==> src/rtl/seven_seg_scan_ctrl.sv <==
// seven_seg_scan_ctrl
//   Time-multiplexes one hex-to-7-segment decoder across DIGITS common-anode
//   digits. A shadow copy of the displayed value is scanned one digit per slot.
//   Each slot starts with BLANK all-off cycles, followed by the digit being lit
//   for the rest of the slot. New values are committed only at frame boundaries,
//   so a frame never mixes old and new digits.
//
// Ports
//   clock        in   system clock, rising edge
//   reset        in   synchronous active-high reset
//   load         in   one-cycle strobe: capture value for display
//   value        in   packed hex digits, [3:0] = digit 0
//   lz_blank_en  in   1 = blank leading zeros (digit 0 is never blanked)
//   nibble       out  hex digit for the decoder input (pre-driven during blank)
//   digit_sel    out  active-low digit enables, at most one bit low
//   seg_off      out  1 = force all segments off
//   frame_done   out  one-cycle pulse after each completed scan
module seven_seg_scan_ctrl #(
  parameter int DIGITS   = 4,
  parameter int PRESCALE = 50000,
  parameter int BLANK    = 8
) (
  input  logic                clock,
  input  logic                reset,
  input  logic                load,
  input  logic [4*DIGITS-1:0] value,
  input  logic                lz_blank_en,
  output logic [3:0]          nibble,
  output logic [DIGITS-1:0]   digit_sel,
  output logic                seg_off,
  output logic                frame_done
);

  localparam int CW = $clog2(PRESCALE);
  localparam int IW = (DIGITS > 1) ? $clog2(DIGITS) : 1;

  localparam logic [CW-1:0] CNT_BLANK_END = CW'(BLANK - 1);
  localparam logic [CW-1:0] CNT_SLOT_END  = CW'(PRESCALE - 1);
  localparam logic [IW-1:0] IDX_LAST      = IW'(DIGITS - 1);

  typedef enum logic {S_BLANK, S_SHOW} state_t;

  state_t              state, state_nx;
  logic [CW-1:0]       cnt, cnt_nx;
  logic [IW-1:0]       idx, idx_nx;
  logic [4*DIGITS-1:0] shadow, shadow_nx;
  logic [4*DIGITS-1:0] pending, pending_nx;
  logic                pend_v, pend_v_nx;
  logic                blank_slot, blank_slot_nx;
  logic                slot_end, boundary;

  logic [3:0]          nibble_nx;
  logic [DIGITS-1:0]   digit_sel_nx;
  logic                seg_off_nx;

  // Select nibble i of a packed value without an out-of-range part-select.
  function automatic logic [3:0] digit_of(input logic [4*DIGITS-1:0] v,
                                          input logic [IW-1:0]       i);
    logic [3:0] d;
    d = 4'h0;
    for (int k = 0; k < DIGITS; k++) begin
      if (IW'(k) == i) d = v[4*k +: 4];
    end
    return d;
  endfunction

  // Digit i is a leading zero when it and every more-significant digit are 0.
  function automatic logic lz_blanked(input logic [4*DIGITS-1:0] v,
                                      input logic [IW-1:0]       i,
                                      input logic                en);
    logic blk;
    blk = en && (i != '0);
    for (int k = 0; k < DIGITS; k++) begin
      if (k >= int'(i) && v[4*k +: 4] != 4'h0) blk = 1'b0;
    end
    return blk;
  endfunction

  always_comb begin
    state_nx      = state;
    cnt_nx        = cnt;
    idx_nx        = idx;
    shadow_nx     = shadow;
    pending_nx    = pending;
    pend_v_nx     = pend_v;
    blank_slot_nx = blank_slot;
    slot_end      = 1'b0;
    boundary      = 1'b0;

    unique case (state)
      S_BLANK: begin
        cnt_nx = cnt + CW'(1);
        if (cnt == CNT_BLANK_END) state_nx = S_SHOW;
      end
      S_SHOW: begin
        if (cnt == CNT_SLOT_END) begin
          slot_end = 1'b1;
          state_nx = S_BLANK;
          cnt_nx   = '0;
          idx_nx   = (idx == IDX_LAST) ? '0 : idx + IW'(1);
        end else begin
          cnt_nx = cnt + CW'(1);
        end
      end
      default: begin
        state_nx = S_BLANK;
      end
    endcase

    boundary = slot_end && (idx == IDX_LAST);

    // A direct load on the boundary wins over anything already pending.
    if (boundary) begin
      if (load) begin
        shadow_nx = value;
        pend_v_nx = 1'b0;
      end else if (pend_v) begin
        shadow_nx = pending;
        pend_v_nx = 1'b0;
      end
    end else if (load) begin
      pending_nx = value;
      pend_v_nx  = 1'b1;
    end

    // Blanking is decided once per slot so a digit is off for its whole slot.
    if (slot_end) blank_slot_nx = lz_blanked(shadow_nx, idx_nx, lz_blank_en);

    // Outputs are registered from the next-state values so they line up
    // with the state register in the same cycle.
    nibble_nx    = digit_of(shadow_nx, idx_nx);
    digit_sel_nx = '1;
    seg_off_nx   = 1'b1;
    if (state_nx == S_SHOW && !blank_slot_nx) begin
      digit_sel_nx = ~(DIGITS'(1) << idx_nx);
      seg_off_nx   = 1'b0;
    end
  end

  always_ff @(posedge clock) begin
    if (reset) begin
      state      <= S_BLANK;
      cnt        <= '0;
      idx        <= '0;
      shadow     <= '0;
      pending    <= '0;
      pend_v     <= 1'b0;
      blank_slot <= 1'b0;
      nibble     <= 4'h0;
      digit_sel  <= '1;
      seg_off    <= 1'b1;
      frame_done <= 1'b0;
    end else begin
      state      <= state_nx;
      cnt        <= cnt_nx;
      idx        <= idx_nx;
      shadow     <= shadow_nx;
      pending    <= pending_nx;
      pend_v     <= pend_v_nx;
      blank_slot <= blank_slot_nx;
      nibble     <= nibble_nx;
      digit_sel  <= digit_sel_nx;
      seg_off    <= seg_off_nx;
      frame_done <= boundary;
    end
  end

endmodule

==> config.mk <==
export PLATFORM = sky130hd
export DESIGN_NAME = seven_seg_scan_ctrl
export DESIGN_NICKNAME = d
export VERILOG_FILES = /design/src/rtl/seven_seg_scan_ctrl.sv
export SDC_FILE = /design/constraint.sdc
export NUM_CORES = 1
export LEC_CHECK = 0
export CAP_MARGIN = 20
export CORE_MARGIN = 2
export CORE_UTILIZATION = 51
export CTS_CLUSTER_DIAMETER = 50
export DETAILED_ROUTE_END_ITERATION = 8
export MAX_ROUTING_LAYER = met4
export PLACE_DENSITY_LB_ADDON = 0.15
export SYNTH_ARGS = -nofsm -noshare
export SYNTH_HDL_FRONTEND = slang
export SYNTH_SLANG_ARGS = --single-unit
==> constraint.sdc <==
create_clock -name clock -period 2.4 [get_ports clock]
set_clock_uncertainty 0.15 [all_clocks]
set_input_delay 0.48 -clock clock [delete_from_list [all_inputs] [get_ports clock]]
set_output_delay 0.48 -clock clock [all_outputs]
set_load 0.02 [all_outputs]
* Word-level counts from Yosys, hierarchy flattened
Index checks and enable logic that the tools add are counted.
** Storage, ports and cells
- Flip-flop bits (word level) :: 63
- Input bits :: 20
** Operators by class
- Order comparisons :: 3
- Multiplexer cells :: 23
- Bitwise logic cells :: 4
- Equal/unequal tests :: 6
- Shifts and indexed selects :: 1
- Reduce and logical (&&, ||, !) cells :: 16
- $add $sub $neg :: 2
** Operators with widths (number)
- $mux 16 :: 4
- $pmux 16 s2 :: 1
- $add 16x1->16 const B :: 1
- $eq 16x16->1 const B :: 1
- $eq 16x3->1 const B :: 1
- $mux 4 :: 4
- $reduce_bool 4->1 :: 4
- $mux 1 :: 10
- $logic_and 1x1->1 :: 6
- $mux 2 :: 3
- $eq 2x2->1 const A :: 2
- $ge 1x2->1 const A :: 2
- $not 4->4 :: 1
- $reduce_or 2->1 :: 2
- $shl 1x2->4 const A :: 1
- $not 1->1 :: 3
- $add 2x1->2 const B :: 1
- $eq 1x2->1 const A :: 1
- $eq 2x2->1 const B :: 1
- $ge 2x2->1 const A :: 1
- $logic_not 2->1 :: 1
- $pmux 1 s2 :: 1
- $reduce_and 2->1 :: 1
- $reduce_bool 2->1 :: 1
- $logic_not 1->1 :: 1

* Depth between registers and ports, before layout
Gate-level depths: netlist (run 1).
- Word-level depth :: 16
- Mapped depth :: 9

* Least setup slack after synthesis (run 1)
Ideal clock, no wire load.
- Path type :: register -> register
- Start point :: register cnt[0]
- End point :: register nibble[3]
- Period minus slack after synthesis :: 2.427 ns
- Arrival time :: 2.160 ns
- Path buffers :: 2
- Setup slack :: -0.027 ns
- Cell stages (with the launch flop) :: 10
- Library setup time :: 0.117 ns
- Cells stage by stage :: dfxtp_1 -> ha_1 -> nand3_2 -> or3_1 -> buf_6 -> buf_6 -> o32ai_1 -> a221oi_1 -> mux2_2 -> a22o_1
** On the way
- Longest elaborated chain between the ends :: 9
- Elaborated cells between the ends (all ways) :: 15
- Classes of those cells :: 4 x eq/ne; 9 x mux; 2 x reduce/logical
** RTL lines
- start, declared :: line 44 : logic [CW-1:0] cnt, cnt_nx;
- start signal, assigned :: line 155 : cnt <= cnt_nx;
- $eq 16x16->1 (*) :: line 96 : if (cnt == CNT_SLOT_END) begin
- $mux 1 :: line 96
- $mux 1 :: line 90 : unique case (state)
- $logic_and 1x1->1 :: line 110 : boundary = slot_end && (idx == IDX_LAST);
- $mux 16 :: line 113 : if (boundary) begin
- $mux 4 (3 in series) :: line 62 : if (IW'(k) == i) d = v[4*k +: 4];
- $mux 4 (*) :: line 62
- end signal, assigned :: line 161 : nibble <= nibble_nx;
- end, declared :: line 28 : output logic [3:0] nibble,
Every way passes the cells marked *; elsewhere a longest branch is shown, timed or not.
A chain may end at the register's enable or synchronous reset.

* Worst setup path after layout (run 1)
- Start point :: register cnt[0]
- End point :: register blank_slot
** On the way
- Longest elaborated chain between the ends :: 12
- Elaborated cells between the ends (all ways) :: 24
- Classes of those cells :: 3 x order compare; 1 x eq/ne; 10 x mux; 10 x reduce/logical
** RTL lines
- $eq 16x16->1 (*) :: line 96
- $mux 1 :: line 96
- $mux 1 :: line 90
- $logic_and 1x1->1 :: line 110
- $mux 16 :: line 113
- $reduce_bool 4->1 :: line 74 : if (k >= int'(i) && v[4*k +: 4] != 4'h0) blk = 1'b0;
- $logic_and 1x1->1 :: line 74
- $mux 1 (4 in series) :: line 74
- $mux 1 (*) :: line 127 : if (slot_end) blank_slot_nx = lz_blanked(shadow_nx, idx_nx, lz_blank_en);
- end signal, assigned :: line 160 : blank_slot <= blank_slot_nx;
- end, declared :: line 49 : logic blank_slot, blank_slot_nx;
Marked as above.

==> impl.org, run 1 <==
** Status
- The run finished with clean final reports.

** Floorplanning
- Standard cell core area :: 5574 sq um
- Full die area :: approximately 6500 sq um
- Die extent in x :: 80.53 microns
- Row count :: 27
- In this run the count of I/O pins placed on the die edge is 30.
- Initial Util :: 53.58%
- Die outline height :: 80.53 microns

** Logic synthesis
- Biggest area consumer among synthesized cells :: sky130_fd_sc_hd__dfxtp_1
- After synthesis, the netlist uses 54 different library cells.
- Share of Yosys cell area claimed by the top area cell type :: 42.23%
- The cell count after synthesis came out at 341.
- In the post-synthesis netlist, the biggest area contributors are sky130_fd_sc_hd__dfxtp_1, sky130_fd_sc_hd__nor2_1, sky130_fd_sc_hd__mux2i_1.
- Most repeated cell in the gate-level netlist after synthesis :: sky130_fd_sc_hd__dfxtp_1
- Number of warning messages in the yosys log :: 0
- In this run, synthesis inferred 0 flip-flops with an integrated enable.
- Combined area of all synthesized cells :: 2987 sq um
- For this run, the leading register cell type out of synthesis is sky130_fd_sc_hd__dfxtp_1.
- Average instance area after synthesis :: 8.758 sq um
- Async S/R FF share, synth :: 0%
- Counting every net in the synthesized netlist gives between 300 and 400.
- Sequential cells were found to cover 42.23% of the synthesized design area.
- After synthesis the netlist holds a flip-flop and latch count of 63.
- Ranked by instance count, the synthesized netlist is headed by sky130_fd_sc_hd__dfxtp_1, sky130_fd_sc_hd__nor2_1, sky130_fd_sc_hd__nand2_1.

** Placed design
- DP Wirelength :: 5.317 mm
- At the end of routability-driven placement, the weighted congestion stood at between 0.9 and 1.
- Port buffering added 29 buffers.

** Drt
- 1st-pass router iterations :: 5
- Detailed-route vias per instance :: 5.540
- In the final routed layout, each cell accounts on average for roughly 15 microns.
- The count of nets left with antenna violations once routing finished came out at 0.
- Final Routed Wirelength :: 7.360 mm
- After detailed routing, the number of remaining DRC violations is 0.
- Initial drt markers :: 158
- Routed via count :: 2731

** Worst hold path
- The worst hold path belongs to the class flip-flop to flip-flop.
- The worst hold path passes through 2 cells.
- Worst min-delay path endpoint :: blank_slot
- The worst hold path begins at blank_slot.

** Setup path
- Of all nets on the critical path, the largest fanout is 9.
- STA classifies the critical path endpoint as a flip-flop.
- Measured in cells, the most critical reg-to-reg path has a length of 9.
- Reg2reg setup slack :: 0.06 ns
- At the worst endpoint, the required time is ~2.5 ns.
- Worst setup path startpoint :: cnt[0]
- The worst setup path is of the flip-flop to flip-flop kind.
- Startpoint of the worst register-to-register path :: cnt[0]
- Reg-to-reg endpoint :: blank_slot
- For the worst setup path, the data arrival time is 2.46 ns.
- STA classifies the critical path startpoint as a flip-flop.

** Clocking
- After clock tree synthesis, the clock-pin slew on the worst setup and hold paths is 0.07 ns.
- Maximum buffer depth of the clock tree :: 2
- Root cell of the clock tree :: sky130_fd_sc_hd__clkbuf_8
- The clock tree synthesis step divided the H-tree into 3 levels.
- Number of buffers inserted during clock tree synthesis :: 9
- TritonCTS built the clock tree.
- # hold bufs at CTS :: 0
- Worst skew pair latency :: between 0.3 and 0.4 ns
- CTS sink count :: 63

** STA
- The hold violation count in the final report came to 0.
- Setup repair after global routing could not meet its margin everywhere.
- Sum of negative setup slack :: 0 ns
- Setup violations remaining at the end of the flow were counted as 0.
- Static timing analysis puts the maximum clock frequency at 0.4265 GHz.
- Period utilization :: between 90 and 100%
- In this run the tightest slew margin relative to its limit is roughly 68%.
- After layout, the minimum clock period comes to between 2 and 2.5 ns.
- At the pin with the least slew margin, the transition time is 0.4835 ns.
- The max-slew violation count was 0.

** Global route
- Total track usage :: 24.46%
- Grt ovf :: 0
- Wire length of the first global-routing pass :: 11.78 mm
- The number of global-route vias before repair was ~2600.
- Entering global routing, the biggest net connects 43 pins.
- The initial antenna violation count is 0.

** Power
- Summed over all cells, the static leakage comes to 1.674 nW.
- IR analysis of the VDD net gives a maximum drop of around 0.46 mV.
- Power, Total :: between 2 and 2.5 mW
- In this run the power density over the cells is 544.5 nW/um^2.

** Cells and area
- After the last flow step, the layout net total stands at 438.
- Layout overhead on the synthesized area :: 33.01%
- The number of antenna diodes in the final layout is 0.
- Of the cells placed in the final design, the portion with a size suffix greater than 1 is 23.99%.

** Job
- The tool flagged a number of max-cap violations equal to 0.
-- logic make-up (layout without fill, tap and decap cells) --
group                    Yosys count  count (layout)  synth area share (%)
adder cells (fa/ha/maj)            2               2                0.8377
AO/OA/AOI/OAI                     54              54                 13.70
flip-flops                        63              63                 42.23
XOR/XNOR                          14              14                 4.106
multiplexers                      20              20                 6.870
buffers and inverters             28             108                 4.315
AND/OR/NAND/NOR                  160             160                 27.94
-- layer usage --
metal | vias up | GRT usage (%) | routed length (microns)
li1 | 1358 | - | -
met1 | 1287 | 32.89 | 3578
met2 | 74 | 35.42 | 3334
met3 | 12 | 4.719 | 324
met4 | 0 | 11.53 | 122
met5 | - | - | 0
-- sequential cells by signal (all words and copies together), names as in the netlist --
name / cells
pend_v: 1
seg_off: 1
blank_slot: 1
nibble: 4
digit_sel: 4
frame_done: 1
idx: 2
pending: 16
shadow: 16
cnt: 16
state: 1
-- worst max-delay path: stages, from the launching register on --
cell                      delay (ns)
sky130_fd_sc_hd__dfxtp_2        0.36
sky130_fd_sc_hd__ha_4           0.14
sky130_fd_sc_hd__nand3_2        0.08
sky130_fd_sc_hd__buf_4          0.15
sky130_fd_sc_hd__nor3_4         0.24
sky130_fd_sc_hd__buf_6          0.14
sky130_fd_sc_hd__nand2_4        0.08
sky130_fd_sc_hd__o31a_1         0.34
sky130_fd_sc_hd__or4_1          0.48
sky130_fd_sc_hd__o22ai_1        0.12
-- where the power goes --
group | switching, mW | leakage [nW] | internal (mW) | total (mW)
logic | 0.0772 | 1.06 | 0.0808 | 0.158
registers | 0.0160 | 0.513 | 1.07 | 1.08
clock network | 0.420 | 0.0981 | 0.502 | 0.921
-- placed cells by master (no fill, tap or decap), drive strengths merged, types with 4 or more instances in the layout --
cell type / count
dfxtp: 63
nor2: 56
buf: 55
nand2: 30
clkdlybuf4s50: 29
mux2i: 16
nor3: 12
nand3: 12
clkbuf: 10
a21oi: 9
inv: 8
nor2b: 8
xnor2: 8
nand4: 7
and3: 7
o31ai: 7
o21ai: 7
a211o: 6
xor2: 6
and2: 6
mux2: 4
nor4b: 4
o22a: 4
and3b: 4
-- how the worst max path moves through the flow --
stage	depth (start not counted)	end
finish	9	blank_slot
global route	8	blank_slot
CTS	8	blank_slot
detailed placement	8	blank_slot
global placement	7	blank_slot
floorplan	8	blank_slot
-- layout make-up --
type	instances	area, sq um
multi-input cells	250	1669
fillers	436	1602
flip-flops and latches	63	1266
repair buffers	84	719.4
clock buffers	10	137.6
well taps	72	90.09
clock inverters	6	60.06
inverters	8	30.03
-- timing repair --
action / CTS / global route
endpoints found under the setup margin: 10 / 25
pin swaps: 3 / 9
setup buffers: 1 / 3
resized for setup: 2 / 18
-- through the flow --
stage	std cells	util, %	worst slack [ns]	cell area (sq um)	hold WS [ns]
after floorplan	341	-	0.03197	2997	0.2655
after global routing	493	71.27	-0.04592	3973	0.3505
final	493	71.27	0.05539	3973	0.3341
after CTS	490	69.70	0.008605	3885	0.3352
after global placement	473	65.90	-0.05580	3674	0.3203
after detailed placement	473	65.90	-0.1318	3674	0.3266
No activity file was read; power rests on OpenSTA's default activity.
==> inputs of run 2 (changes only) <==
--- a/config.mk
+++ b/config.mk
@@ -7,11 +7,13 @@
 export LEC_CHECK = 0
 export CAP_MARGIN = 20
 export CORE_MARGIN = 2
-export CORE_UTILIZATION = 51
+export CORE_UTILIZATION = 53
+export CTS_BUF_LIST = sky130_fd_sc_hd__clkbuf_8
 export CTS_CLUSTER_DIAMETER = 50
 export DETAILED_ROUTE_END_ITERATION = 8
 export MAX_ROUTING_LAYER = met4
 export PLACE_DENSITY_LB_ADDON = 0.15
+export SKIP_LAST_GASP = 1
 export SYNTH_ARGS = -nofsm -noshare
 export SYNTH_HDL_FRONTEND = slang
 export SYNTH_SLANG_ARGS = --single-unit
==> impl.org, run 2 (same netlist as run 1, synthesis figures left out) <==
** STA
- Unrepaired setup endpoints after global routing :: false
- Actual transition at the worst max-transition pin :: 0.7341 ns
- Final setup violation count :: 0
- Period utilization :: 98.20%
- The smallest clock period supported by the final layout is computed as 2.357 ns.
- Count of final max-slew check failures :: 0
- Max-slew headroom :: between 50% and 60%
- The hold violation count in the final report is 0.
- Fmax :: between 0.4 and 0.5 GHz

** Clocking
- The clock net in this run drives a total of 63 sinks.
- Maximum buffer depth of the clock tree :: 2
- After clock tree synthesis, the clock-pin slew on the worst setup and hold paths is 0.07 ns.
- Clock tree synthesis selected as its root buffer the cell sky130_fd_sc_hd__clkbuf_8.
- CTS HTree Levels :: 3
- In this run, post-CTS hold repair placed 0 buffers.
- Number of buffers inserted during clock tree synthesis :: 9
- TritonCTS built the clock tree.
- For the worst-skew pair, the clock arrives at the later sink with an insertion delay of 0.34 ns.

** Drt
- In the final routed layout, each cell accounts on average for 15.94 microns.
- The first detailed-routing pass ran for 4 iterations.
- Routed via count :: around 2800
- Final Routed Wirelength :: 7.637 mm
- Remaining design rule violation count :: 0
- In this run the remaining antenna-violating nets after routing total 0.
- Initial drt markers :: 193
- Detailed-route vias per instance :: between 5 and 6

** Power
- Power density relative to cell area :: 528.3 nW/um^2
- In this run, the combinational gates consume approximately 7.5% of the power.
- Switching share of total power :: around a quarter
- Sequential Power Share :: 51.8%
- Total power for the finished layout comes to 2.091 mW.
- Clock power frac :: 40.7%
- Internal power :: 1.596 mW
- Leakage power :: 1.604 nW
- Worst IR Drop VDD :: roughly 0.38 mV
- For this design the total switching power over the nets is 0.4957 mW.

** Global route
- Number of antenna violations at the first check in global routing :: 0
- Wire length of the first global-routing pass :: 12.03 mm
- Entering global routing, the biggest net connects 43 pins.
- Global routing finished with a remaining overflow of 0.
- In the global route stage, overall resource usage came out at 25.76%.
- The number of global-route vias before repair was between 2000 and 3000.

** Placed design
- Placer's final routability congestion estimate :: 0.8705
- Number of I/O port buffers :: 29
- In this run the cell area measured after placement is 3571 sq um.
- DP Wirelength :: 5.205 mm
- Placed Cells :: 461

** Cells and area
- For this run, the number of standard cells in the final layout without fillers is 479.
- The library cell used most frequently in the layout, excluding fill and tap cells, is sky130_fd_sc_hd__dfxtp_1.
- The library cells used most frequently in the layout, excluding fill and tap cells, are sky130_fd_sc_hd__dfxtp_1, sky130_fd_sc_hd__nor2_1, sky130_fd_sc_hd__buf_4, sky130_fd_sc_hd__clkdlybuf4s50_1, sky130_fd_sc_hd__nand2_1.
- # diodes :: 0
- The largest registers in the layout are cnt x16, pending x16, shadow x16.
- Share of post-route cells with drive strength above 1 :: 24.82%
- Relative to the synthesized area, the layout overhead comes to 32.55%.
- After routing the design area is ~4000 sq um.
- Fillcell total :: 447
- After the last flow step, the layout net total stands at ~430.

** Setup path
- Sort of element at the end of the critical path :: flip-flop
- The worst register-to-register path ends at nibble[3].
- For flop-to-flop paths, the worst setup slack is 0.04 ns.
- Of all nets on the critical path, the largest fanout is 7.
- Worst r2r path cells :: 8
- Worst EP arrival :: 2.44 ns
- Required @ worst endpoint :: 2.48 ns
- Critical Path Source Type :: flip-flop
- The worst register-to-register path begins at cnt[0].
- The worst setup path is of the flip-flop to flip-flop kind.

** Floorplanning
- Row count :: 27
- 30 I/O pins were placed.
- The die covers 6251 sq um.
- The die is between 70 and 80 microns wide.
- The floorplan step set the die height to about 79 microns.
- For this configuration, the core starts out at a cell density of 54.57%.
- Standard cell core area :: 5473 sq um

** Worst hold path
- In this run the most critical hold path is launched from pending[14].
- Worst min-delay path endpoint :: pending[14]
- In this run the worst hold path is classified as flip-flop to flip-flop.
- Along the worst hold path, the cell count comes to 2.

** Status
- Outcome :: completed

** Job
- Max-cap violations in this run came to 0.
## run 2: cell count changes in the layout (fill, tap and decap cells not counted), sizes merged
cell / before / now
buf: 55 / 42
bufinv: 1 / 0
clkbuf: 10 / 12
clkinv: 3 / 2
clkinvlp: 2 / 1
## run 2: layout make-up
cell class	count	area [sq um]	area share, %
Multi-Input combinational cell	250	1767	44.63
Sequential cell	63	1269	32.05
Timing Repair Buffer	71	620.6	15.68
Clock buffer	12	165.2	4.172
Tap cell	72	90.09	2.276
Inverter	8	30.03	0.7585
Clock inverter	3	17.52	0.4425
## run 2: worst max path at each step
| stage | startpoint | to | slack [ns] | cells after the start |
|---|---|---|---|---|
| after floorplan | cnt[0] | blank_slot | 0.03 | 8 |
| after global placement | load | blank_slot | -0.14 | 7 |
| after detailed placement | load | blank_slot | -0.14 | 7 |
| after CTS | cnt[11] | blank_slot | 0.01 | 6 |
| after global routing | state | blank_slot | 0.0008 | 7 |
| final | cnt[0] | nibble[3] | 0.04 | 8 |
## run 2: layer usage
layer  GRT usage, %  wire, microns  part of all wire (%)
met5              -              0                     0
met4          10.52            231                   3.0
met3          6.364            336                   4.4
met2          41.86           3725                    49
met1          30.74           3344                    44
## run 2: power by group through the flow
stage | registers [mW] | logic [mW] | clock network [mW]
after floorplan | 1.10 | 0.0845 | 0
after global placement | 1.10 | 0.149 | 0
after detailed placement | 1.10 | 0.150 | 0
after CTS | 1.08 | 0.151 | 0.867
after global routing | 1.09 | 0.172 | 0.915
final | 1.08 | 0.156 | 0.851
## run 2: metrics by stage
step / hold WS [ns] / utilization, % / TNS [ns] / worst slack (ns)
2_1_floorplan: 0.2655 / - / 0 / 0.03197
3_3_place_gp: 0.3164 / 65.25 / -0.2550 / -0.1387
3_5_place_dp: 0.3242 / 65.25 / -0.5424 / -0.1368
4_1_cts: 0.3338 / 68.72 / 0 / 0.01331
5_1_grt: 0.3778 / 72.34 / 0 / 0.0007585
6_report: 0.3385 / 72.34 / 0 / 0.04327
## run 2: timing repair
item / CTS / global route
resized for setup: 2 / 43
pin swaps: 2 / 11
endpoints found under the setup margin: 7 / 7
buffers inserted: 0 / 3
## run 2: worst max-delay path, stage by stage (launching register included)
cell and delay (ns):
sky130_fd_sc_hd__dfxtp_2 0.33, sky130_fd_sc_hd__ha_2 0.18, sky130_fd_sc_hd__nand3_2 0.11, sky130_fd_sc_hd__or3_4 0.48, sky130_fd_sc_hd__buf_4 0.19, sky130_fd_sc_hd__o21ai_4 0.18
sky130_fd_sc_hd__nand2_4 0.10, sky130_fd_sc_hd__mux2_2 0.29, sky130_fd_sc_hd__a22o_1 0.24
==> inputs of run 3 (changes only) <==
==> constraint.sdc (replaced) <==
create_clock -name clock -period 2.05 [get_ports clock]
set_clock_uncertainty 0.15 [all_clocks]
set_input_delay 0.41 -clock clock [delete_from_list [all_inputs] [get_ports clock]]
set_output_delay 0.41 -clock clock [all_outputs]
set_load 0.02 [all_outputs]
==> impl.org, run 3 (same netlist as run 1, synthesis figures left out) <==
** Status
- Outcome :: finished with violations
- The checks that failed: setup timing.

** STA
- Period utilization :: 117.4%
- The hold violation count in the final report came to 0.
- Actual transition at the worst max-transition pin :: 0.3215 ns
- Unrepaired setup endpoints after global routing :: true
- For this run, the top clock speed supported by timing is 0.4156 GHz.
- Setup total negative slack on the finished layout was measured at -3.489 ns.
- Final setup violation count :: 20
- The worst path in the final design needs a cycle of 2.406 ns, including I/O delays and setup.
- In this run the tightest slew margin relative to its limit is between 70% and 80%.
- Final WS setup :: -0.3560 ns
- The max-slew violation count is 0.

** Floorplanning
- The die is 79.07 microns wide.
- Full die area :: 6251 sq um
- For this configuration, the core starts out at a cell density of 54.57%.
- Die outline height :: 79.07 microns
- The total area inside the core boundary comes to 5473 sq um.
- Row count :: 27
- 30 I/O pins were placed.

** Drt
- For this block, the via count after detailed routing is 2942.
- Initial drt markers :: 186
- Dividing the detail-routed wire length by the instance count gives 17.42 microns.
- Using the TritonRoute via totals, the vias-per-cell ratio works out to 5.680.
- Post-DRT Antenna Nets :: 0
- 1st-pass router iterations :: 4
- The final layout contains routed wiring with a total length of about 9 mm.
- Remaining design rule violation count :: 0

** Cells and area
- Layout overhead on the synthesized area :: 49.39%
- The library cells used most frequently in the layout, excluding fill and tap cells, are sky130_fd_sc_hd__buf_4, sky130_fd_sc_hd__dfxtp_1, sky130_fd_sc_hd__nor2_1, sky130_fd_sc_hd__clkdlybuf4s50_1, sky130_fd_sc_hd__nand2_1.
- The library cell used most frequently in the layout, excluding fill and tap cells, is sky130_fd_sc_hd__buf_4.
- Of the cells placed in the final design, the portion with a size suffix greater than 1 is 32.96%.
- The number of antenna diodes in the final layout is 0.
- In the final layout, the registers with the most flip-flops are cnt x16, pending x16, shadow x16.
- Final standard cell area without fillers :: between 4000 and 5000 sq um
- Fillcell total :: around 340
- In the final design database the tool counted 463 nets.

** Power
- In this run the power density over the cells is 572.5 nW/um^2.
- The completed layout was analyzed and its total power is 2.554 mW.
- In this run the static leakage power is 1.838 nW.
- Worst IR Drop VDD :: 0.4817 mV

** Setup path
- The worst setup path is captured at a flip-flop.
- Worst Path Class, Setup :: flip-flop to flip-flop
- Required @ worst endpoint :: roughly 2.1 ns
- Worst EP arrival :: about 2.5 ns
- Along the worst path, the maximum fanout reaches 6.
- Critical Path Source Type :: flip-flop

** Placed design
- DP Wirelength :: 5.554 mm
- Worst slack, placed :: -0.5452 ns
- Number of I/O port buffers :: 29
- Once placement finished, the instance area stood at 3867 sq um.
- Routability-driven placement finished with a final weighted congestion of 0.8847.

** Global route
- The initial antenna violation count is 0.
- Total track usage :: 27.92%
- Maximum number of pins on one net before global-route repair :: 26
- The first global-routing pass estimated 13.29 mm of wire.
- Summed over all layers, the global routing overflow is 0.
- The number of global-route vias before repair is a little under 3000.

** Clocking
- TritonCTS clock tree :: done
- The tree is rooted in a sky130_fd_sc_hd__clkbuf_8.
- The number of clock buffers added by TritonCTS is 9.
- Worst skew pair latency :: about 0.35 ns
- Maximum buffer depth of the clock tree :: 2
- CTS sink count :: 63
- After clock tree synthesis, the flow added hold-fix buffers numbering 0.
- The H-tree generated during clock tree synthesis spans 3 levels.
- After clock tree synthesis, the clock-pin slew on the worst setup and hold paths is 0.08 ns.

** Job
- Max-cap violations :: 0

** Worst hold path
- Type of the most critical hold path :: flip-flop to flip-flop
## run 3: changes by cell type in the layout (fill, tap and decap cells not counted), sizes merged
cell	previous run	this run
buf	42	78
clkinvlp	1	4
bufinv	0	1
clkbuf	12	11
## run 3: final timing paths
path	startpoint	cells after the start	end	slack [ns]
max	cnt[1]	9	nibble[2]	-0.36
min	pending[14]	2	pending[14]	0.35
max reg2reg	cnt[1]	9	nibble[2]	-0.36
min reg2reg	pending[14]	2	pending[14]	0.35
## run 3: area by class of cell
cell class / count / area, sq um / share of cell area [%]
clock buffers: 9 / 123.9 / 2.776
well taps: 72 / 90.09 / 2.019
clock inverters: 7 / 73.82 / 1.655
multi-input cells: 250 / 1868 / 41.87
flip-flops and latches: 63 / 1266 / 28.38
inverters: 8 / 30.03 / 0.6730
repair buffers: 109 / 1010 / 22.63
## run 3: routing by layer
layer	vias to the layer above	GRT usage, %	part of all wire (%)
met2	96	46.86	52
met1	1404	32.16	40
met5	-	-	0
li1	1412	-	-
met4	0	13.79	3.1
met3	30	5.114	4.6
## run 3: power by group
group	total [mW]	leakage (nW)	internal (mW)	switching, mW
clock network	1.07	0.0875	0.560	0.515
registers	1.27	0.513	1.25	0.0187
logic	0.211	1.24	0.109	0.102
total	2.55	1.84	1.92	0.636
## run 3: metrics by stage
step                instances  hold slack [ns]  util, %
detailed placement        491           0.3314    70.67
global placement          491           0.3199    70.67
floorplan                 341           0.2661        -
CTS                       510           0.3469    76.41
global route              518           0.3864    81.53
finish                    518           0.3472    81.53
## run 3: worst max-delay path: stages, from the launching register on
cell and delay (ns):
sky130_fd_sc_hd__dfxtp_2 0.35, sky130_fd_sc_hd__ha_4 0.15, sky130_fd_sc_hd__nand3_4 0.09, sky130_fd_sc_hd__or3_4 0.41, sky130_fd_sc_hd__buf_12 0.15, sky130_fd_sc_hd__buf_12 0.13, sky130_fd_sc_hd__o21ai_4 0.22, sky130_fd_sc_hd__nand2_4 0.13
sky130_fd_sc_hd__mux2_4 0.32, sky130_fd_sc_hd__a22o_1 0.20
## run 3: repair_timing
action,CTS,global route
pin swaps,8,14
endpoints found under the setup margin,18,36
resized for setup,20,39
setup buffers,3,8
cloned,0,2
